==> src/rtl/fetch_pkg.sv <==
// Shared types and constants for the instruction fetch buffer unit.
package fetch_pkg;

    typedef enum logic [1:0] {
        S_REQ      = 2'd0,
        S_WAIT_ACK = 2'd1,
        S_RESP     = 2'd2
    } fetch_state_t;

    localparam logic [3:0] RTYPE_LOAD     = 4'b0000;
    localparam logic [3:0] RTYPE_IFILL    = 4'b0001;
    localparam logic [3:0] RTYPE_FILL_ALT = 4'b0100;
    localparam logic [3:0] RTYPE_WAKEUP   = 4'b0111;

    localparam logic [4:0] RQTYPE_IFILL = 5'd0;
    localparam logic [2:0] RQSIZE_LINE  = 3'b100;

    localparam logic [31:0] DEFAULT_NOP_INSTR = 32'h00000033;
    localparam logic [31:0] DEFAULT_RESET_PC  = 32'h40000000;

    typedef struct packed {
        logic [31:0] instr;
        logic [31:0] pc;
        logic        misaligned;
    } fetch_entry_t;

    // L1.5 returns words big-endian; the core wants little-endian instructions.
    function automatic logic [31:0] byte_swap32(input logic [31:0] w);
        return {w[7:0], w[15:8], w[23:16], w[31:24]};
    endfunction

endpackage

==> src/rtl/fetch_fifo.sv <==
// Instruction buffer: writes 0..4 consecutive entries per cycle, pops one.
// A flush empties the buffer and may load new entries starting at slot 0 in the same cycle.
module fetch_fifo
    import fetch_pkg::*;
#(
    parameter int DEPTH = 8,
    localparam int PW = $clog2(DEPTH),
    localparam int CW = PW + 1
) (
    input  logic               clk,
    input  logic               nrst,
    input  logic               flush,
    input  logic [2:0]         enq_cnt,
    input  fetch_entry_t [3:0] enq_entry,
    input  logic               deq,
    output logic               empty,
    output fetch_entry_t       head,
    output logic [CW-1:0]      count
);

    fetch_entry_t mem [DEPTH];
    logic [PW-1:0] rd_ptr;
    logic [PW-1:0] wr_ptr;
    logic [PW-1:0] wr_base;
    logic          deq_fire;

    assign empty    = (count == '0);
    assign deq_fire = deq && !empty && !flush;
    assign wr_base  = flush ? '0 : wr_ptr;
    assign head     = mem[rd_ptr];

    always_ff @(posedge clk or negedge nrst) begin
        if (!nrst) begin
            rd_ptr <= '0;
            wr_ptr <= '0;
            count  <= '0;
        end else begin
            wr_ptr <= wr_base + PW'(enq_cnt);
            if (flush) begin
                rd_ptr <= '0;
                count  <= CW'(enq_cnt);
            end else begin
                if (deq_fire) rd_ptr <= rd_ptr + PW'(1);
                count <= count + CW'(enq_cnt) - CW'(deq_fire);
            end
        end
    end

    // Storage carries no reset; the top masks the head while the buffer is empty.
    always_ff @(posedge clk) begin
        for (int i = 0; i < 4; i++) begin
            if (3'(i) < enq_cnt) mem[wr_base + PW'(i)] <= enq_entry[i];
        end
    end

endmodule

==> src/rtl/fetch_buffer_unit.sv <==
// Instruction fetch front end: requests 16-byte lines from the L1.5 and
// queues the returned instructions for decode, with redirect/flush support.
module fetch_buffer_unit
    import fetch_pkg::*;
#(
    parameter int          DEPTH     = 8,
    parameter logic [31:0] RESET_PC  = DEFAULT_RESET_PC,
    parameter logic [31:0] NOP_INSTR = DEFAULT_NOP_INSTR
) (
    input  logic        clk,
    input  logic        nrst,
    input  logic        redirect_valid,
    input  logic [31:0] redirect_pc,
    input  logic        deq_ready,
    output logic        instr_valid,
    output logic [31:0] instr,
    output logic [31:0] instr_pc,
    output logic        instr_misaligned,
    output logic [4:0]  transducer_l15_rqtype,
    output logic [2:0]  transducer_l15_size,
    output logic [31:0] transducer_l15_address,
    output logic        transducer_l15_val,
    input  logic        l15_transducer_header_ack,
    input  logic        l15_transducer_ack,
    input  logic        l15_transducer_val,
    input  logic [63:0] l15_transducer_data_0,
    input  logic [63:0] l15_transducer_data_1,
    input  logic [3:0]  l15_transducer_returntype,
    output logic        transducer_l15_req_ack,
    output logic [1:0]  state_reg
);

    localparam int CW = $clog2(DEPTH) + 1;

    // Request handshake: a request transfers when transducer_l15_val and
    // l15_transducer_header_ack are both high; l15_transducer_ack (same or later
    // cycle) means the line is in flight; the response is consumed in the cycle
    // transducer_l15_req_ack is high.
    fetch_state_t state, state_next;
    logic [31:2]  fetch_pc;
    logic         wake_up;
    logic         discard;
    logic         halted;

    logic         is_fetch_rt;
    logic         resp_valid;
    logic         resp_take;
    logic         resp_enq;
    logic         wakeup_msg;
    logic         req_val;
    logic         req_fire;
    logic         discard_set;
    logic         redirect_misaligned;
    logic [1:0]   start_idx;
    logic [31:0]  line_words [4];

    logic [CW-1:0]      count;
    logic [CW-1:0]      free_cnt;
    logic [CW-1:0]      need_cnt;
    logic               fifo_empty;
    logic               fifo_deq;
    logic [2:0]         enq_cnt;
    fetch_entry_t [3:0] enq_entry;
    fetch_entry_t       head;

    assign is_fetch_rt = (l15_transducer_returntype == RTYPE_LOAD)  ||
                         (l15_transducer_returntype == RTYPE_IFILL) ||
                         (l15_transducer_returntype == RTYPE_FILL_ALT);
    assign resp_valid  = l15_transducer_val && is_fetch_rt;
    assign wakeup_msg  = l15_transducer_val && (l15_transducer_returntype == RTYPE_WAKEUP);
    assign resp_take   = resp_valid && (state == S_RESP);
    assign resp_enq    = resp_take && !discard && !redirect_valid;
    assign req_fire    = req_val && l15_transducer_header_ack;

    assign redirect_misaligned = redirect_valid && (redirect_pc[1:0] != 2'b00);
    // A redirect orphans the line only if its response is still to come after this edge.
    assign discard_set = redirect_valid &&
                         (req_fire || (state == S_WAIT_ACK) || ((state == S_RESP) && !resp_valid));

    assign start_idx = fetch_pc[3:2];
    assign free_cnt  = CW'(DEPTH) - count;
    assign need_cnt  = CW'(3'd4 - {1'b0, start_idx});

    assign line_words[0] = byte_swap32(l15_transducer_data_0[63:32]);
    assign line_words[1] = byte_swap32(l15_transducer_data_0[31:0]);
    assign line_words[2] = byte_swap32(l15_transducer_data_1[63:32]);
    assign line_words[3] = byte_swap32(l15_transducer_data_1[31:0]);

    always_comb begin
        state_next = state;
        req_val    = 1'b0;
        case (state)
            S_REQ: begin
                req_val = wake_up && !halted && (free_cnt >= need_cnt);
                if (req_val && l15_transducer_header_ack)
                    state_next = l15_transducer_ack ? S_RESP : S_WAIT_ACK;
            end
            S_WAIT_ACK: if (l15_transducer_ack) state_next = S_RESP;
            S_RESP:     if (resp_valid) state_next = S_REQ;
            default:    state_next = S_REQ;
        endcase
    end

    always_comb begin
        logic [1:0] idx;
        idx       = '0;
        enq_cnt   = 3'd0;
        enq_entry = '0;
        if (redirect_valid) begin
            if (wake_up && redirect_misaligned) begin
                enq_cnt      = 3'd1;
                enq_entry[0] = {NOP_INSTR, redirect_pc, 1'b1};
            end
        end else if (resp_enq) begin
            enq_cnt = 3'd4 - {1'b0, start_idx};
            for (int k = 0; k < 4; k++) begin
                idx          = start_idx + 2'(k);
                enq_entry[k] = {line_words[idx], fetch_pc[31:4], idx, 2'b00, 1'b0};
            end
        end
    end

    always_ff @(posedge clk or negedge nrst) begin
        if (!nrst) begin
            state    <= S_REQ;
            fetch_pc <= RESET_PC[31:2];
            wake_up  <= 1'b0;
            discard  <= 1'b0;
            halted   <= 1'b0;
        end else begin
            state <= state_next;
            if (wakeup_msg) wake_up <= 1'b1;
            if (redirect_valid) begin
                fetch_pc <= redirect_pc[31:2];
                halted   <= wake_up && redirect_misaligned;
            end else if (resp_enq) begin
                fetch_pc <= {fetch_pc[31:4] + 28'd1, 2'b00};
            end
            if (discard_set)    discard <= 1'b1;
            else if (resp_take) discard <= 1'b0;
        end
    end

    assign fifo_deq = deq_ready && instr_valid && !redirect_valid;

    fetch_fifo #(.DEPTH(DEPTH)) u_fifo (
        .clk       (clk),
        .nrst      (nrst),
        .flush     (redirect_valid),
        .enq_cnt   (enq_cnt),
        .enq_entry (enq_entry),
        .deq       (fifo_deq),
        .empty     (fifo_empty),
        .head      (head),
        .count     (count)
    );

    assign instr_valid      = !fifo_empty;
    assign instr            = instr_valid ? head.instr : NOP_INSTR;
    assign instr_pc         = instr_valid ? head.pc : 32'd0;
    assign instr_misaligned = instr_valid && head.misaligned;

    assign transducer_l15_val     = req_val;
    assign transducer_l15_rqtype  = RQTYPE_IFILL;
    assign transducer_l15_size    = RQSIZE_LINE;
    assign transducer_l15_address = {fetch_pc[31:4], 4'b0000};
    // Fetch-type responses wait for S_WAIT_ACK to clear; everything else drains at once.
    assign transducer_l15_req_ack = nrst && l15_transducer_val &&
                                    (!is_fetch_rt || (state != S_WAIT_ACK));
    assign state_reg = state;

endmodule
==> config.mk <==
export PLATFORM = sky130hd
export DESIGN_NAME = fetch_buffer_unit
export DESIGN_NICKNAME = d
export VERILOG_FILES = /design/src/rtl/fetch_pkg.sv /design/src/rtl/fetch_fifo.sv /design/src/rtl/fetch_buffer_unit.sv
export SDC_FILE = /design/constraint.sdc
export NUM_CORES = 1
export LEC_CHECK = 0
export BUFFER_PORTS_ARGS = -buffer_cell sky130_fd_sc_hd__buf_2
export CAP_MARGIN = 20
export CORE_MARGIN = 8
export CORE_UTILIZATION = 45
export CTS_CLUSTER_DIAMETER = 120
export DETAILED_ROUTE_END_ITERATION = 7
export GPL_TIMING_DRIVEN = 1
export HOLD_SLACK_MARGIN = 0.05
export RECOVER_POWER = 50
export SLEW_MARGIN = 20
export SYNTH_ARGS = -nofsm -noshare
export SYNTH_HDL_FRONTEND = slang
export SYNTH_SLANG_ARGS = --single-unit
==> constraint.sdc <==
create_clock -name clk -period 12.99 [get_ports clk]
set_input_delay 3.897 -clock clk [delete_from_list [all_inputs] [get_ports clk]]
set_output_delay 3.897 -clock clk [all_outputs]
set_load 0.005 [all_outputs]
## After elaboration in Yosys (flattened, before gate mapping)

Memories as Yosys holds them, arrays and structs flattened.
Cells that the tools add are included.

| storage, ports and cells | value |
|---|---|
| input bits | 171 |
| bits in writable memories | 520 |
| register bits after elaboration | 45 |
| memories | 1 |
| logic and storage cells | 127 |

Memory list:

| memory | depth | bits a word | rd ports | clocked after memory_dff | wr ports | RTL line | source |
|---|---|---|---|---|---|---|---|
| u_fifo.mem | 8 | 65 | 1 | 0 | 4 | fetch_fifo.sv:21 | `fetch_entry_t mem [DEPTH];` |

| cells by class | value |
|---|---|
| add/subtract/negate cells | 14 |
| bitwise operators | 4 |
| muxes and demuxes | 43 |
| reduce and logical (&&, ||, !) cells | 39 |
| magnitude comparators | 9 |
| equal/unequal tests | 9 |

Operator list:

| kind | count |
|---|---|
| 32-bit 2-to-1 mux | 10 |
| 260-bit 2-to-1 mux | 1 |
| 32-bit binary-select mux with 2-bit select | 4 |
| 195-bit 2-to-1 mux | 1 |
| 65-bit 2-to-1 mux | 1 |
| 30-bit 2-to-1 mux | 2 |
| 39-bit 2-to-1 mux | 1 |
| 28-bit by 1-bit adder with 28-bit output (second input constant) | 1 |
| 1-bit logical AND | 20 |
| 3-bit 2-to-1 mux | 5 |
| 3-bit greater-or-equal comparator (second input constant) | 4 |
| 1-bit 2-to-1 mux | 12 |
| 2-bit inverter with 3-bit output | 4 |
| 4-bit by 3-bit == test with 1-bit output (second input constant) | 2 |
| 4-bit logical NOT | 2 |
| 2-bit 2-to-1 mux | 4 |
| 2-bit nonzero test | 4 |
| 3-bit by 1-bit adder with 3-bit output (second input constant) | 2 |
| 3-bit by 2-bit adder with 3-bit output (second input constant) | 2 |
| 1-bit logical NOT | 6 |
| 1-bit by 3-bit less-than comparator with 1-bit output (first input constant) | 2 |
| 2-bit by 3-bit less-than comparator with 1-bit output (first input constant) | 2 |
| 2-bit != test (second input constant) | 3 |
| 2-bit case mux with 3 select lines | 1 |
| 17 further kinds | 22 |

## Longest topological paths before layout

| depth | value |
|---|---|
| depth after elaboration | 12 |
| mapped depth | 17 |
| depth with buffers taken out | 13 |

## By module

Synthesis repeated with hierarchy kept, for this count alone.

| unflattened totals | value |
|---|---|
| cell total of the unflattened synthesis | 4196 |
| area total of the unflattened synthesis | 40545.1 um2 |

By module, submodules not included:

| module | cells each | area an instance (um2) | instances | sequential area each (um2) |
|---|---|---|---|---|
| fetch_fifo | 3456 | 33295.7 | 1 | 15865.2 |
| fetch_buffer_unit | 740 | 7249.5 | 1 | 877.1 |

## Worst setup path before layout

Ideal clock, no wire load.

| timing | value |
|---|---|
| path kind | in2out |
| from | input l15_transducer_returntype[0] |
| to | output transducer_l15_req_ack |
| path buffers | 0 |
| slack | 4.600 ns |
| data required time | 9.093 ns |
| arrival time | 4.493 ns |
| stages | 2 |
| path through | a21o_1 o311a_1 |

| between the ends | value |
|---|---|
| longest elaborated chain between the ends | 6 |
| elaborated cells between the ends (all ways) | 8 |

Ends and longest elaborated chain:

| element | RTL line | source |
|---|---|---|
| start: declaration | fetch_buffer_unit.sv:28 | `input logic [3:0] l15_transducer_returntype,` |
| 4-bit by 1-bit == test with 1-bit output or 4-bit logical NOT (tied branches) | fetch_buffer_unit.sv:67, fetch_buffer_unit.sv:66 |  |
| 1-bit logical OR | fetch_buffer_unit.sv:66 | `assign is_fetch_rt = (l15_transducer_returntype == RTYPE_LOAD) \|\|` |
| 1-bit logical OR (*) | fetch_buffer_unit.sv:67 | `(l15_transducer_returntype == RTYPE_IFILL) \|\|` |
| 1-bit logical NOT (*) | fetch_buffer_unit.sv:169 | `(!is_fetch_rt \|\| (state != S_WAIT_ACK));` |
| 1-bit logical OR (*) | fetch_buffer_unit.sv:169 |  |
| 1-bit logical AND (*) | fetch_buffer_unit.sv:168 | `assign transducer_l15_req_ack = nrst && l15_transducer_val &&` |
| end: declaration | fetch_buffer_unit.sv:29 | `output logic transducer_l15_req_ack,` |

Mark *: on every way between the ends. The rest lies on a longest branch, timed or not.

==> metrics <==
status finished with violations; failing checks design-rule violations, max-capacitance violations, max-slew violations; wire length of the first global-routing pass 189,000 um; most frequent CP cell clkbuf_1; Port Buffers 268; Compound-Gate Fraction of Synth Area 0.150; commonest non-fill, non-tap cell in the layout nor2_1; most frequent cells in the layout nor2_1, edfxtp_1, mux4_2; DR iter-0 viols 5,360; worst min-delay path class reg -> reg; CTS tree yes; Max Clk Rate 0.0926 GHz; Starting Density 0.452; unrepaired setup endpoints after global routing no; Setup Viol. Count Final 0; Area Overhead vs Synth 10.6%; Routed Antenna Nets 0; clk buf depth 3; clock sink count 565; EDFF count, synth 496; nets 3,122; CP top delay family buffers and inverters; clock slew at reported path FFs 0.06 ns; largest net degree at the start of global routing 92; crit path time final 10.80 ns; FP Rows 101; Pwr per Cell Area 139 nW/um^2; cts bufs inserted 66; cells after synthesis 2,862; GRT Residual Overflow 0; fin crit share 0.832; Peak VDD IR 94.9 uV; # diodes 0; Die Span Y 291 um; per-cell routed wire length 32.6 um; predominant post-synthesis flop cell edfxtp_1; H-Tree Depth 3; GRT Util Overall 0.293; final clock skew 0.0221 ns; Slew headroom -1.62; Root Driver clkbuf_16; crit start category primary input; worst skew pair latency 0.61 ns; post-synthesis mux area share 0.191; Synth async-reset ratio 0.0796; max FFs per register 520; Top-Level Pins 281; sequential area share after synthesis 0.484; Synth cell types 86; Post-Synth Adder-Cell Area 0.00705; critical path endpoint category flip-flop; GP Congestion 0.943; Critical Path RT 13.22 ns; Worst Path Max Fanout 37; Slew @ Worst Pin 3.94 ns; max cap viols 19; static leakage 12.3 nW; post-DP HPWL 80,100 um; CTS resizes 0; Fin. Hold Viols 0; total number of yosys warnings 0; die area 84,800 sq um; Post-Synth Simple-Gate Area 0.108; Core Box Area 75,400 sq um; setup TNS 0 ns; initial antenna violation count 0; total power 5.25 mW; Die X 291 um; Finished Core Util 0.500; flops & latches, synth 565; synthesized area per cell 11.9 sq um; Post-CTS Setup Inserts 0; drt total wl 129,000 um; hold buffers post-CTS 0; worst setup path class in -> reg; drt first pass iters 8; share of cells above drive strength 1 0.229; largest register by flop count u_fifo.mem; combinational family with the most area after synthesis multiplexers; crit path buf inv count 7; CP max-delay cell clkbuf_1; dpl cell area 35,800 sq um; filler instances 6,567; DR vias 28,800; fin area 37,700 sq um; crit-path max cell delay 1.99 ns; Slew Viols, Final 682; critical path arrival 11.03 ns; post-synthesis xor/xnor area fraction 0.00892; Via density 7.27; crit-path cells clkbuf_1 -> clkinv_1 -> nand2_1 -> inv_1 -> ha_1 -> xor2_1 -> and3_1 -> clkbuf_1 -> a211oi_4 -> clkbuf_1 -> inv_2 -> buf_4; vias in the first global route 28,300; DRC Markers 13; Post-Syn Area 34,100 sq um; top flop regs u_fifo.mem x520, fetch_pc x30, u_fifo.count x4
-- worst reg2reg max path, cell delays in order, from the launching register on --
cell	delay, ns
dfrtp_4	0.81
inv_1	0.31
ha_4	0.36
buf_4	0.73
nor2_1	0.37
nor4_1	0.31
and3_1	0.20
clkbuf_1	1.99
a211oi_4	-0.10
clkbuf_1	0.83
inv_2	0.91
buf_4	0.75
-- area by class of cell --
type | instances | area [sq um] | share of cell area
sequential | 565 | 16500 | 0.438
multi-input combinational | 1927 | 16000 | 0.425
clock buffer | 81 | 1760 | 0.0467
timing repair buffer | 341 | 1750 | 0.0463
tap | 978 | 1220 | 0.0325
clock inverter | 38 | 284 | 0.00754
inverter | 32 | 121 | 0.00322
-- per-layer routing --
metal  vias to the layer above  share of wire  global-route usage
li1                      11500              -                   -
met1                     14300           0.39               0.413
met2                      2559           0.44               0.435
met3                       408           0.14              0.0795
met4                         0          0.037               0.101
met5                         -              0                   0
-- through the flow --
stage               setup slack (ns)  std cells  hold WS [ns]
CTS                             4.15       3960         0.456
global placement                4.19       3841         0.437
floorplan                       4.60       2872         0.424
finish                          2.19       3962         0.454
detailed placement              4.10       3841         0.442
global route                    2.13       3962         0.474
-- Yosys cell counts, types with 7 or more instances --
library cell | count | area share
a22oi_1 | 67 | 0.015
and3_1 | 11 | 0.0020
nand4_1 | 19 | 0.0035
nor2_1 | 527 | 0.058
a31oi_1 | 11 | 0.0020
ha_1 | 16 | 0.0059
mux4_2 | 258 | 0.17
a21oi_1 | 78 | 0.011
a221oi_1 | 206 | 0.053
nor4_1 | 8 | 0.0015
xor2_1 | 16 | 0.0041
nand3_1 | 19 | 0.0028
xnor2_1 | 15 | 0.0039
mux2i_1 | 67 | 0.020
and2_1 | 53 | 0.0097
clkbuf_1 | 189 | 0.021
nand2_1 | 103 | 0.011
inv_1 | 29 | 0.0032
or2_2 | 8 | 0.0015
dfrtp_1 | 44 | 0.032
o22ai_1 | 243 | 0.045
dfxtp_1 | 24 | 0.014
buf_1 | 35 | 0.0039
a222oi_1 | 12 | 0.0035
buf_4 | 50 | 0.011
o21ai_0 | 34 | 0.0050
nor3_1 | 25 | 0.0037
buf_2 | 71 | 0.010
edfxtp_1 | 496 | 0.44
nand2b_1 | 7 | 0.0013
-- worst paths after layout --
kind	start	endpoint	slack (ns)	depth (start not counted)
max	redirect_valid	u_fifo.mem[5][34]$_DFFE_PP_	2.19	12
min	u_fifo.mem[5][0]$_SDFFE_PP0N_	u_fifo.mem[5][0]$_SDFFE_PP0N_	0.45	1
min reg2reg	u_fifo.mem[5][0]$_SDFFE_PP0N_	u_fifo.mem[5][0]$_SDFFE_PP0N_	0.45	1
min in group asynchronous	nrst	fetch_pc[7]$_DFFE_PN0P_	4.23	2
max reg2reg	fetch_pc[3]$_DFFE_PN0P_	u_fifo.mem[5][34]$_DFFE_PP_	5.13	11
max in group asynchronous	nrst	u_fifo.rd_ptr[0]$_DFFE_PN0P_	6.82	2
-- cell families (layout without fill, tap and decap cells) --
kind of cell	Yosys count	count (layout)
other	2	12
AO/OA/AOI/OAI	716	716
adder cells (fa/ha/maj)	18	18
multiplexers	326	326
flip-flops	565	565
XOR/XNOR	33	33
buffers and inverters	380	492
AND/OR/NAND/NOR	822	822
-- where the power goes --
part           total [mW]  leakage (nW)  internal (mW)  switching [mW]
Sequential           2.07          5.38           2.00          0.0631
Clock                1.80          1.00           1.01           0.784
Combinational        1.39          5.95          0.547           0.844
No activity file was read; power rests on OpenSTA's default activity.
